[config.mk]
export PLATFORM = sky130hd
export DESIGN_NAME = trap_csr_unit
export DESIGN_NICKNAME = d
export VERILOG_FILES = /design/src/rtl/trap_csr_pkg.sv /design/src/rtl/csr_counter64.sv /design/src/rtl/trap_csr_unit.sv
export SDC_FILE = /design/constraint.sdc
export NUM_CORES = 1
export LEC_CHECK = 0
export CAP_MARGIN = 20
export CORE_AREA = 5 5 227 229
export DETAILED_ROUTE_END_ITERATION = 8
export DIE_AREA = 0 0 232 234
export MAX_ROUTING_LAYER = met4
export PLACE_DENSITY_LB_ADDON = 0.25
export SLEW_MARGIN = 20
export SYNTH_ARGS = -nofsm -noshare
export SYNTH_HDL_FRONTEND = slang
export SYNTH_HIERARCHICAL = 1
export SYNTH_SLANG_ARGS = --single-unit
[constraint.sdc]
create_clock -name clk_i -period 3.4 [get_ports clk_i]
set_input_delay 0.51 -clock clk_i [delete_from_list [all_inputs] [get_ports clk_i]]
set_output_delay 0.51 -clock clk_i [all_outputs]
set_load 0.01 [all_outputs]
[src/rtl/trap_csr_pkg.sv]
// Shared trap/CSR definitions: cause encodings, mcause codes, CSR addresses
// and CSR operation encodings used by the trap unit and the pipeline controller.
package trap_csr_pkg;

    typedef enum logic [1:0] {
        CSR_OP_READ = 2'b00,
        CSR_OP_RW   = 2'b01,
        CSR_OP_RS   = 2'b10,
        CSR_OP_RC   = 2'b11
    } csr_op_e;

    typedef enum logic [2:0] {
        EXC_INSTR_MISALIGNED = 3'd0,
        EXC_ILLEGAL_INSTR    = 3'd1,
        EXC_BREAKPOINT       = 3'd2,
        EXC_LOAD_MISALIGNED  = 3'd3,
        EXC_STORE_MISALIGNED = 3'd4,
        EXC_ECALL_M          = 3'd5
    } exc_cause_e;

    typedef enum logic {
        ST_IDLE     = 1'b0,
        ST_REDIRECT = 1'b1
    } trap_state_e;

    localparam logic [3:0] MCODE_INSTR_MISALIGNED = 4'd0;
    localparam logic [3:0] MCODE_ILLEGAL_INSTR    = 4'd2;
    localparam logic [3:0] MCODE_BREAKPOINT       = 4'd3;
    localparam logic [3:0] MCODE_LOAD_MISALIGNED  = 4'd4;
    localparam logic [3:0] MCODE_STORE_MISALIGNED = 4'd6;
    localparam logic [3:0] MCODE_ECALL_M          = 4'd11;
    localparam logic [3:0] MCODE_SW_IRQ           = 4'd3;
    localparam logic [3:0] MCODE_TIMER_IRQ        = 4'd7;
    localparam logic [3:0] MCODE_EXT_IRQ          = 4'd11;

    localparam logic [11:0] CSR_MSTATUS   = 12'h300;
    localparam logic [11:0] CSR_MISA      = 12'h301;
    localparam logic [11:0] CSR_MIE       = 12'h304;
    localparam logic [11:0] CSR_MTVEC     = 12'h305;
    localparam logic [11:0] CSR_MSCRATCH  = 12'h340;
    localparam logic [11:0] CSR_MEPC      = 12'h341;
    localparam logic [11:0] CSR_MCAUSE    = 12'h342;
    localparam logic [11:0] CSR_MTVAL     = 12'h343;
    localparam logic [11:0] CSR_MIP       = 12'h344;
    localparam logic [11:0] CSR_MCYCLE    = 12'hB00;
    localparam logic [11:0] CSR_MINSTRET  = 12'hB02;
    localparam logic [11:0] CSR_MCYCLEH   = 12'hB80;
    localparam logic [11:0] CSR_MINSTRETH = 12'hB82;
    localparam logic [11:0] CSR_MHARTID   = 12'hF14;

    localparam logic [31:0] MISA_VALUE    = 32'h4000_0100;
    localparam logic [31:0] MIE_MASK      = 32'h0000_0888;

    // Maps the pipeline's 3-bit exception cause onto the architectural mcause code;
    // the two unused cause values fall back to the illegal-instruction code.
    function automatic logic [3:0] exc_code(input logic [2:0] cause);
        logic [3:0] code;
        case (cause)
            EXC_INSTR_MISALIGNED: code = MCODE_INSTR_MISALIGNED;
            EXC_ILLEGAL_INSTR:    code = MCODE_ILLEGAL_INSTR;
            EXC_BREAKPOINT:       code = MCODE_BREAKPOINT;
            EXC_LOAD_MISALIGNED:  code = MCODE_LOAD_MISALIGNED;
            EXC_STORE_MISALIGNED: code = MCODE_STORE_MISALIGNED;
            EXC_ECALL_M:          code = MCODE_ECALL_M;
            default:              code = MCODE_ILLEGAL_INSTR;
        endcase
        return code;
    endfunction

endpackage

[src/rtl/csr_counter64.sv]
// 64-bit performance counter with increment enable and independent writes of
// each 32-bit half; a write to either half suppresses that cycle's increment.
module csr_counter64 (
    input  logic        clk_i,
    input  logic        rst_i,
    input  logic        inc_en_i,
    input  logic        wr_lo_i,
    input  logic        wr_hi_i,
    input  logic [31:0] wdata_i,
    output logic [63:0] value_o
);

    logic [63:0] count_q;

    // Count register: reset, then half writes, then the free-running increment.
    always_ff @(posedge clk_i) begin
        if (rst_i) begin
            count_q <= '0;
        end else if (wr_lo_i || wr_hi_i) begin
            if (wr_lo_i) count_q[31:0]  <= wdata_i;
            if (wr_hi_i) count_q[63:32] <= wdata_i;
        end else if (inc_en_i) begin
            count_q <= count_q + 64'd1;
        end
    end

    assign value_o = count_q;

endmodule

[src/rtl/trap_csr_unit.sv]
// Machine-mode trap and CSR unit: holds the M-mode CSRs, arbitrates
// exception/interrupt/mret events and issues a one-cycle fetch redirect.
module trap_csr_unit #(
    parameter logic [31:0] MTVEC_RESET = 32'h0000_0000,
    parameter int unsigned HART_ID     = 0
) (
    input  logic        clk_i,
    input  logic        rst_i,
    input  logic        en_exception_i,
    input  logic [31:0] exception_program_counter_i,
    input  logic [2:0]  exception_cause_i,
    input  logic [31:0] exception_tval_i,
    input  logic        interrupt_machine_software_i,
    input  logic        interrupt_machine_timer_i,
    input  logic        interrupt_machine_external_i,
    input  logic [31:0] interrupt_program_counter_i,
    input  logic        mret_i,
    input  logic        instret_i,
    input  logic        csr_en_i,
    input  logic [1:0]  csr_op_i,
    input  logic [11:0] csr_addr_i,
    input  logic [31:0] csr_wdata_i,
    output logic [31:0] csr_rdata_o,
    output logic        csr_illegal_o,
    output logic        redirect_o,
    output logic [31:0] redirect_pc_o
);

    import trap_csr_pkg::*;

    trap_state_e state_q, state_d;

    logic        mstatus_mie_q, mstatus_mpie_q;
    logic [31:0] mie_q, mtvec_q, mepc_q, mcause_q, mtval_q, mscratch_q;
    logic [63:0] mcycle_w, minstret_w;
    logic [31:0] mstatus_w, mip_w, mtvec_base_w, irq_active_w;
    logic [3:0]  irq_code_w, trap_code_w;
    logic        irq_pending_w;

    logic [31:0] csr_rdata_w, csr_wval_w, target_pc_w;
    logic        csr_known_w, csr_ro_w, csr_write_op_w, csr_skip_w, csr_illegal_w, csr_we_w;
    logic        take_exc_w, take_irq_w, take_mret_w, take_any_w;
    logic        redirect_q;
    logic [31:0] redirect_pc_q;

    assign mstatus_w    = {19'd0, 2'b11, 3'd0, mstatus_mpie_q, 3'd0, mstatus_mie_q, 3'd0};
    assign mip_w        = 32'({interrupt_machine_external_i, 3'b000,
                               interrupt_machine_timer_i, 3'b000,
                               interrupt_machine_software_i, 3'b000});
    assign mtvec_base_w = mtvec_q & ~32'd3;

    assign irq_active_w  = mip_w & mie_q;
    assign irq_pending_w = mstatus_mie_q && (|irq_active_w);
    assign irq_code_w    = irq_active_w[11] ? MCODE_EXT_IRQ :
                           irq_active_w[3]  ? MCODE_SW_IRQ  : MCODE_TIMER_IRQ;
    assign trap_code_w   = take_irq_w ? irq_code_w : exc_code(exception_cause_i);

    // CSR read mux: old value of the addressed CSR plus legality attributes.
    always_comb begin
        csr_rdata_w = '0;
        csr_known_w = 1'b1;
        csr_ro_w    = 1'b0;
        case (csr_addr_i)
            CSR_MSTATUS:   csr_rdata_w = mstatus_w;
            CSR_MISA:      begin csr_rdata_w = MISA_VALUE; csr_ro_w = 1'b1; end
            CSR_MIE:       csr_rdata_w = mie_q;
            CSR_MTVEC:     csr_rdata_w = mtvec_q;
            CSR_MSCRATCH:  csr_rdata_w = mscratch_q;
            CSR_MEPC:      csr_rdata_w = mepc_q;
            CSR_MCAUSE:    csr_rdata_w = mcause_q;
            CSR_MTVAL:     csr_rdata_w = mtval_q;
            CSR_MIP:       begin csr_rdata_w = mip_w; csr_ro_w = 1'b1; end
            CSR_MCYCLE:    csr_rdata_w = mcycle_w[31:0];
            CSR_MCYCLEH:   csr_rdata_w = mcycle_w[63:32];
            CSR_MINSTRET:  csr_rdata_w = minstret_w[31:0];
            CSR_MINSTRETH: csr_rdata_w = minstret_w[63:32];
            CSR_MHARTID:   begin csr_rdata_w = 32'(HART_ID); csr_ro_w = 1'b1; end
            default:       csr_known_w = 1'b0;
        endcase
    end

    // Write operand after applying the read-modify-write operation.
    always_comb begin
        csr_wval_w = csr_rdata_w;
        case (csr_op_i)
            CSR_OP_RW: csr_wval_w = csr_wdata_i;
            CSR_OP_RS: csr_wval_w = csr_rdata_w | csr_wdata_i;
            CSR_OP_RC: csr_wval_w = csr_rdata_w & ~csr_wdata_i;
            default:   csr_wval_w = csr_rdata_w;
        endcase
    end

    assign csr_write_op_w = (csr_op_i != CSR_OP_READ);
    assign csr_skip_w     = (csr_op_i != CSR_OP_RW) && (csr_wdata_i == 32'd0);
    assign csr_illegal_w  = csr_en_i && (!csr_known_w || (csr_write_op_w && csr_ro_w));
    assign csr_we_w       = csr_en_i && csr_write_op_w && !csr_illegal_w && !csr_skip_w && !take_any_w;

    assign csr_rdata_o   = csr_rdata_w;
    assign csr_illegal_o = csr_illegal_w;

    // Event arbitration and next state: exception beats interrupt beats mret, only in IDLE.
    always_comb begin
        state_d     = state_q;
        take_exc_w  = 1'b0;
        take_irq_w  = 1'b0;
        take_mret_w = 1'b0;
        target_pc_w = '0;
        case (state_q)
            ST_IDLE: begin
                if (en_exception_i) begin
                    take_exc_w  = 1'b1;
                    target_pc_w = mtvec_base_w;
                end else if (irq_pending_w) begin
                    take_irq_w  = 1'b1;
                    target_pc_w = (mtvec_q[1:0] == 2'b01) ?
                                  mtvec_base_w + {26'd0, irq_code_w, 2'b00} : mtvec_base_w;
                end else if (mret_i) begin
                    take_mret_w = 1'b1;
                    target_pc_w = mepc_q;
                end
                if (take_exc_w || take_irq_w || take_mret_w) state_d = ST_REDIRECT;
            end
            ST_REDIRECT: state_d = ST_IDLE;
            default:     state_d = ST_IDLE;
        endcase
    end

    assign take_any_w = take_exc_w || take_irq_w || take_mret_w;

    // FSM state and registered redirect outputs.
    always_ff @(posedge clk_i) begin
        if (rst_i) begin
            state_q       <= ST_IDLE;
            redirect_q    <= 1'b0;
            redirect_pc_q <= '0;
        end else begin
            state_q    <= state_d;
            redirect_q <= (state_d == ST_REDIRECT);
            if (take_any_w) redirect_pc_q <= target_pc_w;
        end
    end

    assign redirect_o    = redirect_q;
    assign redirect_pc_o = redirect_pc_q;

    // Writable CSRs: trap entry and mret take precedence over software writes.
    always_ff @(posedge clk_i) begin
        if (rst_i) begin
            mstatus_mie_q  <= 1'b0;
            mstatus_mpie_q <= 1'b0;
            mie_q          <= '0;
            mtvec_q        <= MTVEC_RESET;
            mepc_q         <= '0;
            mcause_q       <= '0;
            mtval_q        <= '0;
            mscratch_q     <= '0;
        end else if (take_exc_w || take_irq_w) begin
            mepc_q         <= (take_irq_w ? interrupt_program_counter_i
                                          : exception_program_counter_i) & ~32'd3;
            mcause_q       <= {take_irq_w, 27'd0, trap_code_w};
            mtval_q        <= take_irq_w ? 32'd0 : exception_tval_i;
            mstatus_mpie_q <= mstatus_mie_q;
            mstatus_mie_q  <= 1'b0;
        end else if (take_mret_w) begin
            mstatus_mie_q  <= mstatus_mpie_q;
            mstatus_mpie_q <= 1'b1;
        end else if (csr_we_w) begin
            case (csr_addr_i)
                CSR_MSTATUS: begin
                    mstatus_mie_q  <= csr_wval_w[3];
                    mstatus_mpie_q <= csr_wval_w[7];
                end
                CSR_MIE:      mie_q      <= csr_wval_w & MIE_MASK;
                CSR_MTVEC:    mtvec_q    <= {csr_wval_w[31:2],
                                             (csr_wval_w[1:0] >= 2'd2) ? 2'b00 : csr_wval_w[1:0]};
                CSR_MSCRATCH: mscratch_q <= csr_wval_w;
                CSR_MEPC:     mepc_q     <= csr_wval_w & ~32'd3;
                CSR_MCAUSE:   mcause_q   <= csr_wval_w;
                CSR_MTVAL:    mtval_q    <= csr_wval_w;
                default:      ;
            endcase
        end
    end

    csr_counter64 u_mcycle (
        .clk_i   (clk_i),
        .rst_i   (rst_i),
        .inc_en_i(1'b1),
        .wr_lo_i (csr_we_w && (csr_addr_i == CSR_MCYCLE)),
        .wr_hi_i (csr_we_w && (csr_addr_i == CSR_MCYCLEH)),
        .wdata_i (csr_wval_w),
        .value_o (mcycle_w)
    );

    csr_counter64 u_minstret (
        .clk_i   (clk_i),
        .rst_i   (rst_i),
        .inc_en_i(instret_i),
        .wr_lo_i (csr_we_w && (csr_addr_i == CSR_MINSTRET)),
        .wr_hi_i (csr_we_w && (csr_addr_i == CSR_MINSTRETH)),
        .wdata_i (csr_wval_w),
        .value_o (minstret_w)
    );

endmodule

==> reports/results.ini <==
[grt]
grt_pass1_vias=25981
grt_first_pass_wirelength_um=168000
grt_max_degree=141
grt.met3_usage_pct=7.49
grt-busiest-layer=met2
grt_antenna_before_repair=5
use_met1_pct=49.1
grt_use_total_pct=41.9
grt-ovfl-total=0
grt_util_met2_pct=67.7

[clocking]
clk_pin_slew_worst_paths_ns=0.06
clockBufferDepth=3
htreeDepth=2
clkSinkCount=322
root_buffer=clkbuf_16
clk_latency_ns=0.58
cts_hold_buf=0
numCtsBuffers=40
tritoncts=yes

[synthesis]
synth_top_area_share_pct=29.4
synth.ff_latch_count=322
synth_warnings=6
yosysSeqAreaShare_pct=29.4
ys.flop_type=dfxtp_1
synth_area_leaders=dfxtp_1 29%, nor2_1 5.2%, nand2_1 4.0%
syn-instance-count=2762
synth_area_sq_um=21900
synth_async_sr_flop_share_pct=0
synth_edf_count=0
yosysUniqueCellTypes=99
synth_top_area_cell=dfxtp_1
syn_avg_cell_area_sq_um=7.93

[setup_path]
crit_fanout=8
rr_worst_depth=10
critical_path_buf_inv_count=7
critPathMostFrequentCell=buf_4
crit_chain=clkdlybuf4s50_1 > buf_6 > buf_4 > nor4_4 > buf_4 > buf_4 > buf_4 > a22oi_1 > o22ai_2 > or3b_4 > dlygate4sd2_1
crit_slowest_cell=clkdlybuf4s50_1
critPathRequiredTime_ns=2.89
critical-path-max-stage-delay_ns=0.49
end_kind=output port
path_class=in2out
crit_family=buffers and inverters
worst-path-stages=11
worstReg2RegStart=u_minstret/value_o[47]
critPathLaunchType=input port
arrival_ns=2.88
startpoint=csr_addr_i[2]

[layout]
drive_gt1_share_pct=24.3
final_cells=4010
final_core_util_pct=60.6
nets=3466
nFillCells=4485
syn2layout_area_growth_pct=36.8

[placement]
dp_hpwl_um=91200
place_inst=3911
place_ws_ns=-0.725
port-buffer-count=213
gp_congestion=1.08

[run]
drv_cap=0

[detailed_routing]
drt-total-wl_um=116000
drtIter0Drc=3640
routed_via_density=6.83
drcViolationCount=0
vias=27407
post_drt_wl_per_cell_um=29.0
ant_nets=0
first_pass_iters=7

[sta]
holdWs_ns=0.359
timing.final.ws_setup_ns=0.00974
fin_skew_ns=0.0177
tightest_slew_ns=1.01
post-route-min-period_ns=3.39
max_slew_margin_pct=32.4
setup_viol=0
finalCritPeriodShare_pct=99.7
finalMaxSlewViolations=0
hold_violations=0
fmax_mhz=295

[power]
power.internal_mw=7.12
ir_drop_mv=0.335
seqPwrFrac_pct=39.5
p_sw_mw=2.87
p_leak_nw=11.4
clockPowerShare_pct=43.7
netSwitchingFraction_pct=28.7
powerDensity_nw_per_um2=333
combPwrFrac_pct=16.8

[outcome]
outcome=finished clean

[floorplanning]
coreArea_sq_um=49500
rows=82
die_area_sq_um=54300
start_util_pct=44.3
ios=220
die_x_um=232
die_y_um=234

[worst_hold_path]
hold_path.class=in2reg
min-delay-start=rst_i
whs_path_depth=2

-- Yosys cell counts, types with 18 or more instances --
master       n
buf_1       18
clkbuf_1   152
a21oi_1    132
o22ai_1     23
or3_1       39
inv_1       65
a31oi_1     48
o21ai_0     78
nor4_1      60
o31ai_1     19
a2111oi_0   50
or4_1       18
nand3_1    113
nand4_1    106
mux2_2      26
a22oi_1     27
a221oi_1    41
and3_1      52
nor2_1     305
nor3_1      45
and2_1      29
xnor2_1     41
buf_2       44
dfxtp_1    322
a311oi_1    38
and4_1      27
a211oi_1   114
a211oi_2    32
nand2_1    232
o211ai_1    20
buf_4       21
mux2i_1     64
-- cells by family (layout without fill, tap and decap cells) --
family,Yosys count,after routing,share of synthesized area [%]
buffers and inverters,307,872,6.04
AND/OR/NAND/NOR,1148,1148,28.2
XOR/XNOR,56,56,2.24
AO/OA/AOI/OAI,820,820,28.3
other,2,13,0.0343
flip-flops,322,322,29.4
adder cells (fa/ha/maj),5,5,0.286
multiplexers,102,102,5.49
-- flip-flops by register name, indices dropped and copies added, names as in the netlist --
name / count
mtvec_q: 32
mcause_q: 32
redirect_pc_o: 30
redirect_o: 1
mie_q: 3
mtval_q: 32
mstatus_mie_q: 1
u_mcycle/value_o: 64
u_minstret/value_o: 64
mepc_q: 30
mscratch_q: 32
mstatus_mpie_q: 1
-- power by group through the flow --
stage / logic (mW) / registers (mW) / clock network [mW]
final: 1.67 / 3.94 / 4.37
after global routing: 1.73 / 3.95 / 4.53
after CTS: 1.61 / 3.94 / 4.36
after detailed placement: 1.59 / 4.02 / 0
after global placement: 1.57 / 4.02 / 0
after floorplan: 0.680 / 4.00 / 0
-- layer usage --
layer,routed length [um],vias up
met2,52900,1965
met1,43000,13090
met4,9030,0
li1,-,11821
met3,11400,531
met5,0,-
-- stage by stage --
| stage | instance area (sq um) | setup TNS (ns) | power (mW) |
|---|---|---|---|
| 6_report | 30000 | 0 | 9.99 |
| 5_1_grt | 30000 | -0.0153 | 10.2 |
| 4_1_cts | 29700 | -0.583 | 9.91 |
| 3_5_place_dp | 28100 | -80.59 | 5.61 |
| 3_3_place_gp | 28100 | -70.04 | 5.59 |
| 2_1_floorplan | 22000 | -0.0494 | 4.68 |
-- cells in the final DEF, fill, tap and decap left out, types with 41 or more instances in the layout --
| cell | n |
|---|---|
| clkdlybuf4s50_1 | 166 |
| and3_1 | 50 |
| nand3_1 | 110 |
| a211oi_1 | 113 |
| nor2_1 | 301 |
| buf_4 | 483 |
| a2111oi_0 | 49 |
| xnor2_1 | 41 |
| o21ai_0 | 74 |
| a31oi_1 | 48 |
| nand4_1 | 106 |
| mux2i_1 | 64 |
| a21oi_1 | 130 |
| inv_1 | 64 |
| nand2_1 | 227 |
| nor4_1 | 50 |
| dfxtp_1 | 322 |
-- worst paths after layout --
path | end | slack, ns
max | csr_rdata_o[30] | 0.01
min | u_minstret/value_o[0] | 0.36
max reg2reg | u_minstret/value_o[47] | 0.18
min reg2reg | redirect_pc_o[3] | 0.45
-- area by class of cell --
cell class,count,area (sq um),area share [%]
timing repair buffer,736,6470,21.6
sequential,322,6450,21.5
tap,672,841,2.81
inverter,67,251,0.839
multi-input combinational,2140,14600,48.8
clock buffer,55,1160,3.86
clock inverter,14,160,0.534
antenna,4,10.0,0.0334
-- repair_timing --
action                                  4_1_cts  5_1_grt
gates resized for setup                      80       58
buffers inserted                             16       10
endpoints found under the hold margin         0        0
pin swaps                                    13       12
endpoints found under the setup margin       43       72
Note: power is estimated with default switching activity, not from simulation.
